[src/rtl/serial_tx_piso_pkg.sv]
// Shared FSM state encoding and bit-counter sizing for the serial_tx_piso transmitter.
package serial_tx_piso_pkg;

  typedef enum logic [1:0] {
    IDLE  = 2'b00,
    SHIFT = 2'b01,
    DONE  = 2'b10
  } state_e;

  // Counter must reach WIDTH+1 (parity slot) without wrapping.
  function automatic int cntWidth(input int width);
    return $clog2(width + 2);
  endfunction

endpackage

[src/rtl/piso_shreg.sv]
// WIDTH-bit parallel-load, right-shift register; bit0_o is bit 0 of the value about to be
// registered, so the caller can register it in the same cycle as the load or shift.
module piso_shreg #(
  parameter int WIDTH = 8
) (
  input  logic             clk_i,
  input  logic             reset_n_i,
  input  logic             load_i,
  input  logic             shift_en_i,
  input  logic [WIDTH-1:0] din_i,
  output logic             bit0_o
);

  logic [WIDTH-1:0] shreg_q, shreg_d;

  always_comb begin
    shreg_d = shreg_q;
    if (load_i) begin
      shreg_d = din_i;
    end else if (shift_en_i) begin
      shreg_d = {1'b0, shreg_q[WIDTH-1:1]};
    end
  end

  always_ff @(posedge clk_i) begin
    if (!reset_n_i) begin
      shreg_q <= '0;
    end else begin
      shreg_q <= shreg_d;
    end
  end

  assign bit0_o = shreg_d[0];

endmodule

[src/rtl/serial_tx_piso.sv]
// LSB-first parallel-in/serial-out transmitter with tx_en qualifier and done pulse.
// Optional even-parity trailer bit when SERIAL_TX_PARITY_EN is defined.
module serial_tx_piso
  import serial_tx_piso_pkg::*;
#(
  parameter int WIDTH = 8
) (
  input  logic             clk,
  input  logic             reset_n,
  input  logic             load,
  input  logic [WIDTH-1:0] din,
  output logic             ready,
  output logic             tx,
  output logic             tx_en,
  output logic             done
);

  localparam int CW = cntWidth(WIDTH);
  localparam logic [CW-1:0] LAST = CW'(WIDTH);

  state_e          state_q, state_d;
  logic [CW-1:0]   cnt_q, cnt_d;
  logic            tx_q, tx_d;
  logic            txEn_q, txEn_d;
  logic            done_q, done_d;
  logic            shLoad, shEn, shBit;
`ifdef SERIAL_TX_PARITY_EN
  logic            parity_q, parity_d;
`endif

  // Load/shift strobes kept outside the FSM block so shBit never feeds back into it.
  assign shLoad = (state_q == IDLE) && load;
  assign shEn   = (state_q == SHIFT) && (cnt_q < LAST);

  piso_shreg #(.WIDTH(WIDTH)) u_shreg (
    .clk_i      (clk),
    .reset_n_i  (reset_n),
    .load_i     (shLoad),
    .shift_en_i (shEn),
    .din_i      (din),
    .bit0_o     (shBit)
  );

  always_comb begin
    state_d = state_q;
    cnt_d   = cnt_q;
    tx_d    = 1'b0;
    txEn_d  = 1'b0;
    done_d  = 1'b0;
`ifdef SERIAL_TX_PARITY_EN
    parity_d = parity_q;
`endif
    unique case (state_q)
      IDLE: begin
        cnt_d = '0;
        if (load) begin
          tx_d    = shBit;
          txEn_d  = 1'b1;
          cnt_d   = CW'(1);
          state_d = SHIFT;
`ifdef SERIAL_TX_PARITY_EN
          parity_d = ^din;
`endif
        end
      end
      SHIFT: begin
        if (cnt_q < LAST) begin
          tx_d   = shBit;
          txEn_d = 1'b1;
          cnt_d  = cnt_q + CW'(1);
`ifdef SERIAL_TX_PARITY_EN
        end else if (cnt_q == LAST) begin
          tx_d   = parity_q;
          txEn_d = 1'b1;
          cnt_d  = cnt_q + CW'(1);
`endif
        end else begin
          done_d  = 1'b1;
          state_d = DONE;
        end
      end
      DONE: begin
        state_d = IDLE;
      end
      default: begin
        state_d = IDLE;
      end
    endcase
  end

  always_ff @(posedge clk) begin
    if (!reset_n) begin
      state_q  <= IDLE;
      cnt_q    <= '0;
      tx_q     <= 1'b0;
      txEn_q   <= 1'b0;
      done_q   <= 1'b0;
`ifdef SERIAL_TX_PARITY_EN
      parity_q <= 1'b0;
`endif
    end else begin
      state_q  <= state_d;
      cnt_q    <= cnt_d;
      tx_q     <= tx_d;
      txEn_q   <= txEn_d;
      done_q   <= done_d;
`ifdef SERIAL_TX_PARITY_EN
      parity_q <= parity_d;
`endif
    end
  end

  assign ready = (state_q == IDLE);
  assign tx    = tx_q;
  assign tx_en = txEn_q;
  assign done  = done_q;

endmodule

[config.mk]
export PLATFORM = sky130hd
export DESIGN_NAME = serial_tx_piso
export DESIGN_NICKNAME = d
export VERILOG_FILES = /design/src/rtl/serial_tx_piso_pkg.sv /design/src/rtl/piso_shreg.sv /design/src/rtl/serial_tx_piso.sv
export SDC_FILE = /design/constraint.sdc
export NUM_CORES = 1
export LEC_CHECK = 0
export CORE_MARGIN = 1.5
export CORE_UTILIZATION = 32
export DETAILED_ROUTE_END_ITERATION = 12
export GPL_TIMING_DRIVEN = 1
export PLACE_DENSITY_LB_ADDON = 0.05
export SETUP_SLACK_MARGIN = 0.15
export SLEW_MARGIN = 40
export SYNTH_ARGS = -nofsm -noshare
export SYNTH_HDL_FRONTEND = slang
export SYNTH_HIERARCHICAL = 1
export SYNTH_SLANG_ARGS = --single-unit
[constraint.sdc]
create_clock -name clk -period 1.8 [get_ports clk]
set_input_delay 0.36 -clock clk [delete_from_list [all_inputs] [get_ports clk]]
set_output_delay 0.36 -clock clk [all_outputs]
set_load 0.005 [all_outputs]
==> out/qor.yml <==
status: "finished clean"
worstPathMaxFanout: 1
worstSetupPathType: "register to primary output"
grtUsageTotal: 0.122
grt_pass1_vias: 521
root_buffer: "clkbuf_4"
ioPinCount: 15
cap_violations: 0
seqPwrFrac: 0.557
syn_area_per_cell_sq_um: 10.1
worstPathArrival_ns: 1.11
startpoint_type: "register"
p_sw_frac: 0.257
cts_buffers: 3
syn-num-nets: 84
ys_warn_count: 6
slowest_delay_ns: 0.49
grt_first_pass_wirelength_mm: 2.29
crit_buf_inv: 1
drt.antenna.violating_nets: 0
finalWorstPathRequiredPeriod_ns: 1.47
routed_wirelength_mm: 1.38
postCtsSetupBuffers: 0
ctsResizeCount: 3
insertion_delay_ns: 0.30
io_buffers: 14
intPower_uw: 551
vias: 580
grt_max_degree: 11
antenna_cells: 0
async_flop_share: 0
gp_congestion: 0.703
hold_viol_final: 0
tns_ns: 0
required_ns: 1.44
start_util: 0.334
tightest_slew_ns: 0.345
cts.htree.levels: 1
fin_nets: 105
crit_family: "buffers and inverters"
clockBufferDepth: 2
post_drt_wl_per_cell_um: 11.5
p_total_uw: 742
slew_headroom: 0.769
cp-end-kind: "primary output"
die_width_um: 50.6
slew_violations: 0
final_area_sq_um: 943
max_freq_ghz: 0.680
crit_path_cell_trace: "clkdlybuf4s50_1"
via_per_inst: 4.83
die_h_um: 50.6
cts.clk_slew.worst_paths_ns: 0.11
setup_viol: 0
num-fill-cells: 232
ir_worst_vdd_mv: 0.462
p_clk_frac: 0.283
placed_cell_area_sq_um: 913
num_rows: 17
netlist_instances: 72
synth_area_sq_um: 724
dieArea_sq_um: 2560
crit_slowest_cell: "clkdlybuf4s50_1"
ys_seq_area_frac: 0.470
rsz0062_at_grt: "false"
grt_antenna_before_repair: 0
dp_hpwl_mm: 1.03
pwr_density_cell_nw_per_um2: 786
yosys_register_bits: 17
drt-initial-drc-count: 2
firstDrtPassIters: 2
synth_cell_types: 27
cts_tree: "yes"
ys.flop_type: "dfxtp_1"
hold_slack_ns: 0.504
p_leak_nw: 0.358
cts.sinks: 17
area_growth_pct: 30.2
synth_edf_count: 0
fin_crit_sh: 0.817
core-area_sq_um: 2170
drc_errors: 0
finClkSkew_ns: 0.00979
power.switching_uw: 191
holdBufCountCts: 0
hp-class: "register to register"
drive_gt1_frac: 0.141
combPwrFrac: 0.161
grt-ovfl-total: 0
-- final timing paths --
path                           start                         endpoint  slack, ns  cells past startpoint
min reg2reg    cnt_q[3]$_SDFFE_PN0P_          state_q[1]$_SDFFE_PN0P_       0.50                      2
min            cnt_q[3]$_SDFFE_PN0P_          state_q[1]$_SDFFE_PN0P_       0.50                      2
max reg2reg  state_q[0]$_SDFFE_PN0P_  u_shreg/shreg_q[7]$_SDFFE_PN0P_       0.37                      5
max                    tx$_SDFF_PN0_                               tx       0.33                      1
-- cells by family after synthesis --
family          count (synthesis)  share of synthesized area
mux                             7                     0.0967
compound gates                 18                      0.169
buf+inv                         5                     0.0380
simple gates                   24                      0.209
fa+ha+maj                       1                     0.0173
flops                          17                      0.470
-- state kept, by name, indices dropped and copies added, names as in the netlist --
name,cells
tx,1
state_q,2
tx_en,1
done,1
u_shreg/shreg_q,8
cnt_q,4
-- power by group through the flow --
stage,clock network [mW],registers [mW],logic [mW]
after floorplan,0,0.419,0.0700
after global placement,0,0.423,0.121
after detailed placement,0,0.423,0.122
after CTS,0.222,0.413,0.121
after global routing,0.235,0.415,0.132
final,0.210,0.413,0.119
-- per-stage QoR --
stage	instances	utilization	setup WS [ns]
after floorplan	72	-	0.438
after global placement	116	0.421	0.129
after detailed placement	116	0.421	0.0718
after CTS	120	0.435	0.306
after global routing	120	0.435	0.229
final	120	0.435	0.329
-- cell usage in the layout (no fill, tap or decap), types with 2 or more instances in the layout --
cell type        count
or3b_1               2
mux2i_1              7
nor2_1               3
buf_4                4
clkbuf_4             3
clkdlybuf4s50_1     13
nand2_1              3
dfxtp_1             16
a21oi_1              5
nor2b_1              7
a211oi_1             7
nand2b_1             2
inv_1                2
-- area by class of cell --
type / instances / area (sq um) / area share
Multi-Input combinational cell: 50 / 357 / 0.378
Tap cell: 28 / 35.0 / 0.0371
Inverter: 3 / 11.3 / 0.0119
Clock inverter: 1 / 5.00 / 0.00531
Sequential cell: 17 / 344 / 0.365
Timing Repair Buffer: 18 / 169 / 0.179
Clock buffer: 3 / 22.5 / 0.0239
-- layer usage --
metal	vias up	GRT usage	routed length [um]
li1	298	-	-
met1	271	0.161	706
met5	-	0	0
met4	0	0.0405	8
met3	2	0.0536	54
met2	9	0.175	613
-- synth_stat cells (all sizes together) (2+ instances only) --
master | n | area, sq um
dfxtp | 17 | 340
a211oi | 7 | 52.6
mux2i | 7 | 70.1
nor2b | 7 | 43.8
a21oi | 5 | 25.0
nor2 | 4 | 17.5
inv | 3 | 11.3
nand2 | 3 | 11.3
nand2b | 3 | 21.3
a21boi | 2 | 15.0
buf | 2 | 16.3
nor3b | 2 | 20.0
or3b | 2 | 17.5
No activity file was read; power rests on OpenSTA's default activity.
